File: config.mk
export PLATFORM = sky130hd
export DESIGN_NAME = param_hash_engine
export DESIGN_NICKNAME = d
export VERILOG_FILES = /design/src/rtl/hash_pkg.sv /design/src/rtl/hash_round_unit.sv /design/src/rtl/param_hash_engine.sv
export SDC_FILE = /design/constraint.sdc
export NUM_CORES = 1
export LEC_CHECK = 0
export ABC_AREA = 1
export CAP_MARGIN = 20
export CORE_MARGIN = 10
export CORE_UTILIZATION = 45
export DETAILED_ROUTE_END_ITERATION = 8
export DONT_BUFFER_PORTS = 1
export GPL_TIMING_DRIVEN = 0
export SLEW_MARGIN = 25
export SYNTH_ARGS = -nofsm -noshare
export SYNTH_HDL_FRONTEND = slang
export SYNTH_SLANG_ARGS = --single-unit
File: constraint.sdc
create_clock -name clk -period 1.6 [get_ports clk]
set_clock_uncertainty 0.05 [all_clocks]
set_input_delay 0.16 -clock clk [delete_from_list [all_inputs] [get_ports clk]]
set_output_delay 0.16 -clock clk [all_outputs]
set_load 0.005 [all_outputs]
File: src/rtl/hash_pkg.sv
// Shared types and helpers for the parametrised byte-stream hash engine.
package hash_pkg;

  typedef enum logic [2:0] {
    ST_IDLE,
    ST_WAIT,
    ST_ROUND,
    ST_FINAL,
    ST_DONE
  } state_t;

  localparam int unsigned BYTE_W = 8;
  localparam int unsigned MAX_W  = 128;

  // Number of byte copies needed to span a state word of the given width.
  function automatic int unsigned repl_count(input int unsigned width);
    return width / BYTE_W;
  endfunction

  // Left-rotate the low `width` bits of x by amt (modulo width); upper bits are zeroed.
  function automatic logic [MAX_W-1:0] rotl(input logic [MAX_W-1:0] x,
                                            input int unsigned     width,
                                            input int unsigned     amt);
    logic [MAX_W-1:0] mask;
    logic [MAX_W-1:0] xm;
    int unsigned      s;
    s    = amt % width;
    mask = (width >= MAX_W) ? '1 : ((MAX_W'(1) << width) - MAX_W'(1));
    xm   = x & mask;
    if (s == 0) begin
      return xm;
    end
    return ((xm << s) | (xm >> (width - s))) & mask;
  endfunction

endpackage

File: src/rtl/hash_round_unit.sv
// One hash round: mix the replicated (byte ^ round index) into the state, then rotate.
module hash_round_unit
  import hash_pkg::*;
#(
  parameter int unsigned DIGEST_W = 32,
  parameter int unsigned ROT      = 5
) (
  input  logic [DIGEST_W-1:0] h,
  input  logic [7:0]          b,
  input  logic [7:0]          r,
  output logic [DIGEST_W-1:0] h_next_c
);

  localparam int unsigned REPL = repl_count(DIGEST_W);

  logic [DIGEST_W-1:0] mixed;

  assign mixed    = h ^ {REPL{b ^ r}};
  assign h_next_c = DIGEST_W'(rotl(MAX_W'(mixed), DIGEST_W, ROT));

endmodule

File: src/rtl/param_hash_engine.sv
// Iterative hash engine: absorbs one byte per ROUNDS+1 cycles, length-strengthened
// finalisation, held digest released by digest_ready, abort from any state.
module param_hash_engine
  import hash_pkg::*;
#(
  parameter int unsigned          DIGEST_W = 32,
  parameter int unsigned          ROUNDS   = 8,
  parameter int unsigned          ROT      = 5,
  parameter int unsigned          LEN_W    = 16,
  parameter logic [DIGEST_W-1:0]  IV       = '0
) (
  input  logic                clk,
  input  logic                rst,
  input  logic                start,
  input  logic                abort,
  input  logic [7:0]          in_byte,
  input  logic                in_valid,
  input  logic                in_last,
  output logic                in_ready,
  output logic [DIGEST_W-1:0] digest,
  output logic                digest_valid,
  input  logic                digest_ready,
  output logic                busy
);

  localparam logic [7:0]       R_LAST  = 8'(ROUNDS - 1);
  localparam logic [LEN_W-1:0] LEN_MAX = '1;

  state_t              state;
  logic [DIGEST_W-1:0] h;
  logic [LEN_W-1:0]    len;
  logic [7:0]          r;
  logic [7:0]          b_q;
  logic                last_q;
  logic [DIGEST_W-1:0] h_round_c;
  logic [DIGEST_W-1:0] h_final_c;

  hash_round_unit #(
    .DIGEST_W (DIGEST_W),
    .ROT      (ROT)
  ) u_round (
    .h        (h),
    .b        (b_q),
    .r        (r),
    .h_next_c (h_round_c)
  );

  assign h_final_c = h ^ DIGEST_W'(len);

  // Control FSM; in_ready/busy/digest_valid are registered alongside the state they describe.
  always_ff @(posedge clk) begin
    if (rst) begin
      state        <= ST_IDLE;
      h            <= IV;
      len          <= '0;
      r            <= '0;
      b_q          <= '0;
      last_q       <= 1'b0;
      in_ready     <= 1'b0;
      digest       <= '0;
      digest_valid <= 1'b0;
      busy         <= 1'b0;
    end else if (abort) begin
      state        <= ST_IDLE;
      h            <= IV;
      len          <= '0;
      r            <= '0;
      in_ready     <= 1'b0;
      digest_valid <= 1'b0;
      busy         <= 1'b0;
    end else begin
      case (state)
        ST_IDLE: begin
          if (start) begin
            h        <= IV;
            len      <= '0;
            state    <= ST_WAIT;
            in_ready <= 1'b1;
            busy     <= 1'b1;
          end
        end
        ST_WAIT: begin
          if (in_valid) begin
            b_q      <= in_byte;
            last_q   <= in_last;
            r        <= '0;
            state    <= ST_ROUND;
            in_ready <= 1'b0;
            if (len != LEN_MAX) begin
              len <= len + LEN_W'(1);
            end
          end
        end
        ST_ROUND: begin
          h <= h_round_c;
          r <= r + 8'd1;
          if (r == R_LAST) begin
            if (last_q) begin
              state <= ST_FINAL;
            end else begin
              state    <= ST_WAIT;
              in_ready <= 1'b1;
            end
          end
        end
        ST_FINAL: begin
          h            <= h_final_c;
          digest       <= h_final_c;
          digest_valid <= 1'b1;
          state        <= ST_DONE;
        end
        ST_DONE: begin
          if (digest_ready) begin
            state        <= ST_IDLE;
            digest_valid <= 1'b0;
            busy         <= 1'b0;
          end
        end
        default: begin
          state        <= ST_IDLE;
          in_ready     <= 1'b0;
          digest_valid <= 1'b0;
          busy         <= 1'b0;
        end
      endcase
    end
  end

endmodule
==> results_dict.tcl, run 1 <==
set metrics [dict create \
    ff2ff_path_depth 7 \
    path_depth 7 \
    place_congestion 0.937 \
    p_leak_nw 2.52 \
    ios 50 \
    required_ns 1.83 \
    fin_nets 812 \
    outcome "finished clean" \
    drive_gt1_frac 0.150 \
    final_hold_viol_count 0 \
    finalSetupTns_ns 0 \
    cts-root-buf "clkbuf_16" \
    grt_max_degree 17 \
    hold_start "digest_ready" \
    syn-cell-area_um2 5130 \
    ys.warnings.count 0 \
    portBuffers 0 \
    core_area_um2 11000 \
    synthCells 749 \
    ys_seq_area_frac 0.402 \
    cp_slowest_cell "dfxtp_2" \
    worstPathMaxFanout 10 \
    irDropWorstVdd_mv 0.741 \
    syn_to_final_growth_pct 18.4 \
    clock_latency_ns 0.36 \
    grt-ovfl-total 0 \
    cp_num_buf_inv 3 \
    cp_top_family "simple AND/OR/NAND/NOR gates" \
    fin_crit_ns 1.60 \
    slew_headroom 0.527 \
    r2r_start "state[0]" \
    path_cells "nor2_4 -> nand2_2 -> inv_2 -> buf_6 -> buf_6 -> nand3_1 -> a21oi_1" \
    diodes 0 \
    dp_hpwl_um 11100 \
    track_usage 0.187 \
    cts-buffers-inserted 9 \
    antenna_found_initial 0 \
    rrSetupSlack_ns 0.0008 \
    setup_violations 0 \
    hold-path-cell-count 2 \
    drt_pass1_iterations 5 \
    dp_slack_ns -0.275 \
    met3_length_um 1020 \
    routed.top_layer "met4" \
    via_count 5015 \
    wire_per_inst_um 16.4 \
    critPathKind "flop to flop" \
    ant_nets 0 \
    via_per_inst 5.34 \
    grt_pass1_vias 4672 \
    drc 0 \
    yosysUniqueCellTypes 35 \
    cp.arrival_ns 1.83 \
    start_kind "flop" \
    grt_pass1_wl_um 24200 \
    std_cell_rows 38 \
    finalCritPeriodShare 0.999 \
    fp.dieH_um 127 \
    hold_class "primary input to flop" \
    cts_tree "built" \
    nFillCells 1070 \
    maxSlewViolCount 0 \
    start_util 0.467 \
    ys_seq_elements 103 \
    synth_area_per_cell_um2 6.84 \
    m1WireLength_um 6420 \
    die_x_um 127 \
    clockBufferDepth 2 \
    endpoint_kind "flop" \
    wl_met2_um 7630 \
    clk_pin_slew_ns 0.07 \
    fmax_ghz 0.625 \
    fin_ws_ns 0.000818 \
    max_slew.worst_pin.slew_ns 0.706 \
    critPathMostFrequentCell "buf_6" \
    routed_wl_um 15400 \
    max_cap_viol_count 0 \
    r2r-end "h[25]" \
    clock-sinks 103 \
    drtIter0Drc 320 \
    rsz0062_at_grt "yes" \
    synth.net_count 766 \
    die_area_um2 16100 \
    cts-htree-levels 3 \
    power_density_nw_per_um2 898 \
    critical_path.max_stage_delay_ns 0.38 \
    hold_end "state[2]" \
]
[metrics by stage]
step | hold WS [ns] | total power (W) | cell area, µm² | utilization | cells
2_1_floorplan | 0.273 | 0.00292 | 5130 | - | 749
3_3_place_gp | 0.283 | 0.00302 | 5300 | 0.483 | 889
3_5_place_dp | 0.288 | 0.00302 | 5300 | 0.483 | 889
4_1_cts | 0.00391 | 0.00546 | 5900 | 0.537 | 929
5_1_grt | 0.0215 | 0.00563 | 6070 | 0.553 | 940
6_report | 0.0143 | 0.00545 | 6070 | 0.553 | 940
[cell families after synthesis]
family,synth area share
AO/OA/AOI/OAI,0.147
buffers and inverters,0.0996
flip-flops,0.402
AND/OR/NAND/NOR,0.307
XOR/XNOR,0.0393
adder cells (fa/ha/maj),0.00488
[power by group]
group | switching (W) | internal (W)
combinational | 0.000273 | 0.000155
clock | 0.00100 | 0.00142
sequential | 0.0000277 | 0.00258
[routing by layer]
metal,global-route usage,up-vias
met3,0.0537,28
met5,0,-
met1,0.220,2357
met4,0.0616,0
met2,0.320,141
li1,-,2489
[worst max-delay path by stage]
stage / startpoint / to / slack, ns
CTS: len[0] / len[12] / 0.004
floorplan: len[1] / len[1] / 0.05
detailed placement: len[1] / len[4] / -0.27
global placement: len[1] / len[11] / -0.23
finish: state[0] / h[25] / 0.0008
global route: state[1] / last_q / -0.08
[synth_stat cells (all sizes together)]
master  instances  area share
nand3b          2      0.0054
o21ai          57       0.056
ha              2      0.0049
nor3            2      0.0020
nand2         214        0.16
nand4           5      0.0061
or2             4      0.0049
clkbuf         10      0.0073
o21bai          1      0.0015
o21a            1      0.0015
xnor2           5      0.0085
nor3b           1      0.0015
nand3          53       0.054
xor2           18       0.031
o22ai           2      0.0024
a31oi          17       0.021
dfxtp         103        0.40
buf            18       0.030
a21oi          62       0.063
inv            85       0.063
o211a           1      0.0020
nor2           86       0.072
[cell usage in the layout, fill, tap and decap left out, types with 2 or more instances in the layout]
cell type,instances
nand2_1,201
dfxtp_1,90
inv_1,78
nor2_1,74
a21oi_1,58
nand3_1,51
o21ai_0,46
buf_4,28
xor2_1,18
a31oi_1,17
clkbuf_1,10
dlygate4sd3_1,10
nor2_4,9
buf_6,9
nand2_2,9
clkbuf_16,9
dfxtp_2,8
o21ai_1,7
nand4_1,5
xnor2_1,5
dfxtp_4,5
nand2_4,4
o21ai_2,4
inv_2,4
or2_2,4
buf_2,3
nor2_2,3
a21oi_2,3
inv_4,2
buf_8,2
clkbuf_4,2
nand3_2,2
nor3_1,2
o22ai_1,2
bufinv_16,2
[registers in the layout (all words and copies together) (netlist names)]
name	count
digest_valid	1
last_q	1
len	16
r	8
in_ready	1
h	32
b_q	8
busy	1
digest	32
state	3
[area by class of cell]
type / count / area [µm²] / area share
buffer: 28 / 214 / 0.0352
clock buffer: 11 / 243 / 0.0400
clock inverter: 5 / 81.3 / 0.0134
inverter: 85 / 329 / 0.0542
multi-input combinational: 533 / 2650 / 0.436
sequential: 103 / 2090 / 0.344
tap: 140 / 175 / 0.0289
timing repair buffer: 35 / 292 / 0.0480
[what timing repair did]
item                                    4_1_cts  5_1_grt
endpoints found under the setup margin       81       72
cloned                                        1        0
pin swaps                                     5       14
buffers inserted                             13       12
hold buffers                                 10        0
gates resized for setup                      34       33
endpoints found under the hold margin        15        0
Note: power is estimated with default switching activity, not from simulation.
==> inputs of run 2 (changes only) <==
--- a/config.mk
+++ b/config.mk
@@ -11,8 +11,11 @@
 export CORE_UTILIZATION = 45
 export DETAILED_ROUTE_END_ITERATION = 8
 export DONT_BUFFER_PORTS = 1
+export GPL_ROUTABILITY_DRIVEN = 0
 export GPL_TIMING_DRIVEN = 0
+export PLACE_DENSITY_LB_ADDON = 0.25
 export SLEW_MARGIN = 25
 export SYNTH_ARGS = -nofsm -noshare
 export SYNTH_HDL_FRONTEND = slang
 export SYNTH_SLANG_ARGS = --single-unit
+export TNS_END_PERCENT = 30
==> results_dict.tcl, run 2 (synthesis gave the netlist of run 1 again) <==
set metrics [dict create \
    critPathKind "flop to flop" \
    clock-sinks 103 \
    grt_max_degree 17 \
    dp_slack_ns -0.225 \
    drt_pass1_iterations 6 \
    portBuffers 0 \
    grt_pass1_wl_um 23100 \
    via_per_inst 5.31 \
    top_regs "digest: 32 flops, h: 32 flops, len: 16 flops" \
    syn_to_final_growth_pct 19.9 \
    drc 0 \
    outcome "complete, but fails checks" \
    p_int_w 0.00436 \
    wire_per_inst_um 15.8 \
    maxSlewViolCount 0 \
    critPathMostFrequentCell "buf_4" \
    fin_ws_ns 0.0224 \
    power_density_nw_per_um2 921 \
    final_common_cell "nand2_1" \
    routed_wl_um 14900 \
    fin_crit_ns 1.58 \
    start_kind "flop" \
    worstPathMaxFanout 4 \
    rrSetupSlack_ns 0.02 \
    clock_latency_ns 0.35 \
    sw_frac_of_total 0.229 \
    layout_common_cells "202 x nand2_1, 91 x dfxtp_1, 78 x inv_1, 74 x nor2_1, 58 x a21oi_1" \
    max_slew.worst_pin.slew_ns 0.670 \
    clockBufferDepth 2 \
    grt_pass1_vias 4578 \
    cp.arrival_ns 1.82 \
    finalSetupTns_ns 0 \
    ios 50 \
    clk_pin_slew_ns 0.07 \
    final_core_util 0.559 \
    r2r_start "len[7]" \
    final_hold_viol_count 1 \
    pwr-share-seq 0.461 \
    hold_class "primary input to flop" \
    p_leak_nw 2.53 \
    hold_end "last_q" \
    hold_start "in_last" \
    power_frac_comb 0.077 \
    cts-buffers-inserted 9 \
    track_usage 0.176 \
    irDropWorstVdd_mv 0.442 \
    dp_hpwl_um 10500 \
    diodes 0 \
    core_area_um2 11000 \
    die_x_um 127 \
    r2r-end "len[12]" \
    cts-root-buf "clkbuf_16" \
    hold_ws_ns -0.0268 \
    slew_headroom 0.552 \
    finalPower_w 0.00566 \
    critical_path.max_stage_delay_ns 0.41 \
    rsz0062_at_grt "yes" \
    max_cap_viol_count 0 \
    cp_slowest_cell "dfxtp_2" \
    ant_nets 0 \
    via_count 4982 \
    clkPwrFrac 0.462 \
    hold-path-cell-count 2 \
    cts_tree "built" \
    drive_gt1_frac 0.154 \
    required_ns 1.84 \
    cts-htree-levels 3 \
    fp.dieH_um 127 \
    drtIter0Drc 342 \
    finalCritPeriodShare 0.986 \
    fmax_ghz 0.634 \
    violations "hold timing" \
    endpoint_kind "flop" \
    start_util 0.467 \
    fin_nets 811 \
    die_area_um2 16100 \
    switching_power_w 0.00130 \
    ff2ff_path_depth 10 \
    setup_violations 0 \
    antenna_found_initial 0 \
    std_cell_rows 38 \
    grt-ovfl-total 0 \
    path_cells "nand2_1 -> nor2_4 -> nand2_2 -> nor2_4 -> buf_6 -> buf_4 -> buf_4 -> buf_4 -> a21oi_2 -> nor2_1" \
]
## run 2: changes by cell type in the layout (fill, tap and decap cells not counted), sizes merged
cell / change
inv: -1
clkinvlp: -1
bufinv: +1
clkinv: +1
buf: -3
clkbuf: +2
## run 2: power by group through the flow
stage / Sequential [W] / Combinational (W) / Clock [W]
6_report: 0.00261 / 0.000436 / 0.00261
5_1_grt: 0.00261 / 0.000476 / 0.00271
4_1_cts: 0.00261 / 0.000392 / 0.00263
3_5_place_dp: 0.00267 / 0.000349 / 0
3_3_place_gp: 0.00267 / 0.000345 / 0
2_1_floorplan: 0.00266 / 0.000256 / 0
## run 2: repair_timing
| action | in CTS | in global routing |
|---|---|---|
| hold buffers | 10 | 0 |
| setup endpoints to repair | 79 | 83 |
| gates resized for setup | 32 | 37 |
| cloned | 0 | 2 |
| pin swaps | 7 | 17 |
| setup buffers | 12 | 10 |
| endpoints found under the hold margin | 10 | 0 |
## run 2: critical path: cells and delay by family, from the launching register on
kind,cells,cell delay (ns)
AO/OA/AOI/OAI,1,0.04
buffers and inverters,4,0.39
flip-flops,1,0.41
AND/OR/NAND/NOR,5,0.63
## run 2: worst max path at each step
stage / depth (start not counted) / endpoint / slack (ns) / from
2_1_floorplan: 11 / len[1] / 0.05 / len[1]
3_3_place_gp: 10 / len[10] / -0.20 / len[0]
3_5_place_dp: 10 / len[6] / -0.22 / len[1]
4_1_cts: 9 / len[12] / 0.005 / state[1]
5_1_grt: 9 / len[6] / -0.07 / len[9]
6_report: 10 / len[12] / 0.02 / len[7]
## run 2: area by class of cell
class | instances | area (µm²)
clock buffer | 11 | 253
inverter | 85 | 327
sequential | 103 | 2090
fill | 1015 | 4840
tap | 140 | 175
timing repair buffer | 34 | 314
buffer | 28 | 219
multi-input combinational | 533 | 2670
clock inverter | 5 | 104
## run 2: through the flow
stage               area, µm²  cells  hold WS (ns)
floorplan                5130    749         0.273
global placement         5300    889         0.283
detailed placement       5300    889         0.285
CTS                      5920    927       0.00221
global route             6140    939       0.00480
finish                   6140    939       -0.0268
## run 2: layer usage
layer | GRT usage | wire (µm)
met5 | 0 | 0
met4 | 0.0851 | 476
met3 | 0.0312 | 997
met2 | 0.288 | 6840
met1 | 0.219 | 6550
==> patch 1, RTL diff (flow settings as in run 2) <==
Re-encode `state_t` (5 states) as one-hot, 5 bits wide.
--- a/src/rtl/hash_pkg.sv
+++ b/src/rtl/hash_pkg.sv
@@ -3,8 +3,8 @@
 
-  typedef enum logic [2:0] {
-    ST_IDLE,
-    ST_WAIT,
-    ST_ROUND,
-    ST_FINAL,
-    ST_DONE
+  typedef enum logic [4:0] {
+    ST_IDLE  = 5'b00001,
+    ST_WAIT  = 5'b00010,
+    ST_ROUND = 5'b00100,
+    ST_FINAL = 5'b01000,
+    ST_DONE  = 5'b10000
   } state_t;
Formal check against the unedited RTL: no difference found for any inputs over 10 cycles, from zero or initial values and one cycle with rst high; not proved beyond that.
==> patch 1 against run 2 <==
The flow finishes with violations (negative hold slack, negative setup slack). Power decreased by 1.1%. Combinational power increased by 15%. Setup slack got worse by 0.063 ns. Design area grew 6.9%. Sequential cell count rose by 2. Non-clock buffer count rose by 6. Synthesized area rose by 1.7%. Routed wire length up 2.1%. Critical path depth shrank 1. Largest power group unchanged.
==> patch 1: results (changes against run 2) <==
<table>
<tr><th>Metric</th><th>Value</th></tr>
<tr><th colspan="2">Clocking</th></tr>
<tr><td>H-tree Lvls</td><td>3 (unchanged)</td></tr>
<tr><th colspan="2">Logic synthesis</th></tr>
<tr><td>Sequential-to-total area share from yosys stat</td><td>40.3% (+0.083 points)</td></tr>
<tr><td>Ranking of synthesized cells by area</td><td>sky130_fd_sc_hd__dfxtp_1 40%, sky130_fd_sc_hd__nand2_1 14%, sky130_fd_sc_hd__a21oi_1 7.6%</td></tr>
<tr><td>Total nets after synthesis</td><td>793 (+3.5%)</td></tr>
<tr><td>Count of unique library cells instantiated by Yosys</td><td>30 (-14%)</td></tr>
<tr><td>Commonest cells in the synthesized netlist</td><td>189 x sky130_fd_sc_hd__nand2_1, 105 x sky130_fd_sc_hd__dfxtp_1, 103 x sky130_fd_sc_hd__nor2_1, 79 x sky130_fd_sc_hd__a21oi_1, 74 x sky130_fd_sc_hd__inv_1</td></tr>
<tr><td>Synth Cell Area</td><td>5220 µm² (+1.7%)</td></tr>
<tr><th colspan="2">Min path</th></tr>
<tr><td>Cells on Worst Hold Path</td><td>3 (+1)</td></tr>
<tr><th colspan="2">Power</th></tr>
<tr><td>Worst IR drop on VDD</td><td>0.708 mV (+60%)</td></tr>
<tr><td>Leakage component of the power</td><td>0.00242 µW (-4.2%)</td></tr>
<tr><th colspan="2">Critical path</th></tr>
<tr><td>Worst path top cell family by delay</td><td>simple AND/OR/NAND/NOR gates</td></tr>
<tr><td>Worst path max stage delay</td><td>0.39 ns (-0.02 ns)</td></tr>
<tr><td>Critical Path Fanout Max</td><td>6 (+2)</td></tr>
<tr><th colspan="2">Timing</th></tr>
<tr><td>Final worst setup slack</td><td>-0.0403 ns (-0.0626 ns)</td></tr>
<tr><td>Count of final hold-check violations</td><td>1 (unchanged)</td></tr>
<tr><td>Final number of setup-violating endpoints</td><td>11 (+11)</td></tr>
<tr><td>WHS</td><td>-0.00631 ns (+0.0205 ns)</td></tr>
<tr><td>Measured slew at the worst slew-check pin</td><td>0.789 ns (+0.119 ns)</td></tr>
<tr><th colspan="2">Place</th></tr>
<tr><td>Placement Setup Slack</td><td>-0.341 ns (-0.116 ns)</td></tr>
<tr><th colspan="2">Status</th></tr>
<tr><td>Violations in the final reports</td><td>negative hold slack, negative setup slack</td></tr>
<tr><td>Result of the run</td><td>complete, but fails checks</td></tr>
<tr><th colspan="2">Final layout</th></tr>
<tr><td>Fraction of final layout cells with drive strength greater than 1</td><td>22.3% (+6.9 points)</td></tr>
<tr><td>Fillers</td><td>1032 (+1.7%)</td></tr>
<tr><td>Number of nets in the finished design</td><td>841 (+3.7%)</td></tr>
<tr><th colspan="2">Route</th></tr>
<tr><td>Violation count after the first detailed-routing iteration</td><td>347 (+1.5%)</td></tr>
<tr><td>Total vias in the final route</td><td>5265 (+5.7%)</td></tr>
<tr><th colspan="2">Global route</th></tr>
<tr><td>Wire length of the first global-routing pass</td><td>24600 µm (+6.7%)</td></tr>
</table>
## patch 1: worst min-delay path, delay by kind of cell
| kind | cells | cell delay, ns |
|---|---|---|
| and+or+nand+nor | 3 | 0.21 |
## patch 1: kinds of logic (layout without fill, tap and decap cells)
group / count (synthesis) / in the layout / share of synthesized area, %
and+or+nand+nor: 387 / 387 / 31.2
DFF: 105 / 105 / 40.3
adders and majority gates: 2 / 2 / 0.480
buffers and inverters: 111 / 164 / 8.49
AOI/OAI and AO/OA: 153 / 153 / 16.5
xor gates and xnor gates: 18 / 18 / 3.02
## patch 1: where the power goes
part / switching, µW / internal, µW / total [µW]
combinational: 303 / 198 / 500
sequential: 23.9 / 2620 / 2640
clock: 993 / 1460 / 2450
total: 1320 / 4280 / 5600
## patch 1: worst paths after layout
| kind | from | to | slack (ns) |
|---|---|---|---|
| worst min-delay path | abort | len[15] | -0.006 |
| worst max-delay path | state[1] | len[7] | -0.04 |
| worst max register to register | state[1] | len[7] | -0.04 |
| worst min register to register | digest[19] | digest[19] | 0.43 |
## patch 1: per-stage QoR
| step | util, % | instances | TNS, ns | cell area (µm²) |
|---|---|---|---|---|
| global placement | 47.5 | 919 | -13.36 | 5400 |
| finish | 57.8 | 972 | -0.226 | 6570 |
| global route | 57.8 | 972 | -3.16 | 6570 |
| detailed placement | 47.5 | 919 | -16.14 | 5400 |
| CTS | 53.9 | 962 | -0.0867 | 6130 |
| floorplan | - | 776 | 0 | 5220 |
## patch 1: final cells by class
cell class	count	area (µm²)	area share [%]
Inverter	80	315	4.80
Clock inverter	4	75.1	1.14
Tap cell	143	179	2.72
Clock buffer	12	256	3.91
Multi-Input combinational cell	560	3030	46.1
Buffer	31	225	3.43
Timing Repair Buffer	37	343	5.22
Sequential cell	105	2150	32.7
## patch 1: routing by layer
layer	GRT usage, %	routed length (µm)	vias up
met3	3.43	965	32
met2	31.2	7420	177
met4	8.21	446	0
met5	0	0	-
li1	-	-	2604
met1	22.1	6340	2452
## patch 1: timing repair
item,CTS,global route
pin swaps,10,37
buffers inserted,17,10
hold endpoints to repair,9,0
hold buffers,9,0
resized for setup,52,130
cloned,1,0
setup endpoints to repair,83,98
==> patch 2, RTL diff (config.mk and constraints of run 2) <==
Made on the original files. The parameter `LEN_W` goes from 16 to 32.
--- a/src/rtl/param_hash_engine.sv
+++ b/src/rtl/param_hash_engine.sv
@@ -8,3 +8,3 @@
   parameter int unsigned          ROT      = 5,
-  parameter int unsigned          LEN_W    = 16,
+  parameter int unsigned          LEN_W    = 32,
   parameter logic [DIGEST_W-1:0]  IV       = '0
Behaviour: no difference found for any inputs over 10 cycles, from zero or initial values and one cycle with rst high; that may be too few to reach the edited logic, so the function may still have changed.
==> patch 2 against run 2 <==
The flow finishes with violations (negative hold slack, negative setup slack). Sequential cell count increased by 16. Synthesized area grew 28%. Power increased by 36%. Synthesized cell count grew 35%. Design area is 35% higher. Setup slack got worse by 0.12 ns. Routed wire length up 35%.
==> patch 2: results (changes against run 2) <==
<table>
<tr><th>Metric</th><th>Value</th></tr>
<tr><th colspan="2">Clocking</th></tr>
<tr><td>Number of CTS-inserted buffers</td><td>17 (+8)</td></tr>
<tr><td>H-tree Lvls</td><td>4 (+1)</td></tr>
<tr><td>Clock-pin slew reported for the worst setup and hold paths after clock tree synthesis</td><td>0.05 ns (-0.02 ns)</td></tr>
<tr><td>Post-CTS Hold Fix Bufs</td><td>12 (+2)</td></tr>
<tr><th colspan="2">Power</th></tr>
<tr><td>Net Sw Power</td><td>1950 µW (+50%)</td></tr>
<tr><td>Power per cell area</td><td>923 nW/µm² (+0.22%)</td></tr>
<tr><td>Leakage component of the power</td><td>0.00338 µW (+34%)</td></tr>
<tr><td>Worst IR drop on VDD</td><td>0.770 mV (+74%)</td></tr>
<tr><td>Combinational gate power</td><td>837 µW (+92%)</td></tr>
<tr><td>Clock network power share</td><td>48.6% (+2.4 points)</td></tr>
<tr><th colspan="2">Route</th></tr>
<tr><td>Violation count after the first detailed-routing iteration</td><td>657 (+92%)</td></tr>
<tr><td>Via/cell ratio</td><td>5.23 (-1.4%)</td></tr>
<tr><th colspan="2">Critical path</th></tr>
<tr><td>Number of cells traversed by the worst register-to-register path</td><td>11 (+1)</td></tr>
<tr><td>Worst path max stage delay</td><td>0.39 ns (-0.02 ns)</td></tr>
<tr><td>Capturing point of the worst reg2reg path</td><td>len[0]</td></tr>
<tr><th colspan="2">Global route</th></tr>
<tr><td>Met2 demand-to-capacity share in global routing</td><td>32.4% (+3.6 points)</td></tr>
<tr><td>GR met1 Demand/Resource</td><td>25.1% (+3.1 points)</td></tr>
<tr><td>Global router's overall resource usage</td><td>19.7% (+2.1 points)</td></tr>
<tr><td>Via count of the first global-routing pass</td><td>6214 (+36%)</td></tr>
<tr><th colspan="2">Logic synthesis</th></tr>
<tr><td>Cells after synthesis</td><td>1013 (+35%)</td></tr>
<tr><td>Sequential-to-total area share from yosys stat</td><td>36.2% (-4.0 points)</td></tr>
<tr><th colspan="2">Place</th></tr>
<tr><td>Placement Setup Slack</td><td>-0.562 ns (-0.337 ns)</td></tr>
<tr><td>DP HPWL</td><td>13900 µm (+33%)</td></tr>
<tr><td>Placed cell area</td><td>6840 µm² (+29%)</td></tr>
<tr><th colspan="2">Timing</th></tr>
<tr><td>Final number of setup-violating endpoints</td><td>30 (+30)</td></tr>
<tr><td>Final worst setup slack</td><td>-0.0983 ns (-0.121 ns)</td></tr>
<tr><td>Count of final hold-check violations</td><td>3 (+2)</td></tr>
<tr><td>WHS</td><td>-0.0167 ns (+0.0102 ns)</td></tr>
<tr><th colspan="2">Min path</th></tr>
<tr><td>Cells on Worst Hold Path</td><td>3 (+1)</td></tr>
<tr><th colspan="2">Final layout</th></tr>
<tr><td>Fraction of final layout cells with drive strength greater than 1</td><td>23.5% (+8.1 points)</td></tr>
<tr><td>Largest registers</td><td>digest: 32 flops, h: 32 flops, len: 32 flops</td></tr>
<tr><th colspan="2">Status</th></tr>
<tr><td>Violations in the final reports</td><td>negative hold slack, negative setup slack</td></tr>
<tr><td>Result of the run</td><td>complete, but fails checks</td></tr>
</table>
[patch 2: cell type report]
type / instances / area, µm²
clock buffer: 22 / 464
inverter: 93 / 364
multi-input combinational: 756 / 3930
fill: 1341 / 6110
sequential: 119 / 2450
tap: 184 / 230
timing repair buffer: 51 / 468
clock inverter: 9 / 101
buffer: 44 / 307
[patch 2: cell families after synthesis]
family / count (synthesis) / synth area share (%)
simple gates: 568 / 37.6
xor+xnor: 40 / 5.32
buf+inv: 138 / 8.30
fa+ha+maj: 2 / 0.380
flops: 119 / 36.2
compound gates: 146 / 12.2
[patch 2: repair_timing]
item                                   CTS  global route
endpoints found under the hold margin   15             2
setup endpoints to repair              115           108
buffers inserted                        30             7
gates cloned                             2             0
pin swaps                               23            18
resized for setup                      124            65
[patch 2: per-layer routing]
metal	part of all wire, %	vias to the layer above	routed length, µm
met1	45	3050	9040
met5	0	-	0
li1	-	3394	-
met4	2.1	0	416
met3	5.8	38	1170
met2	47	206	9420
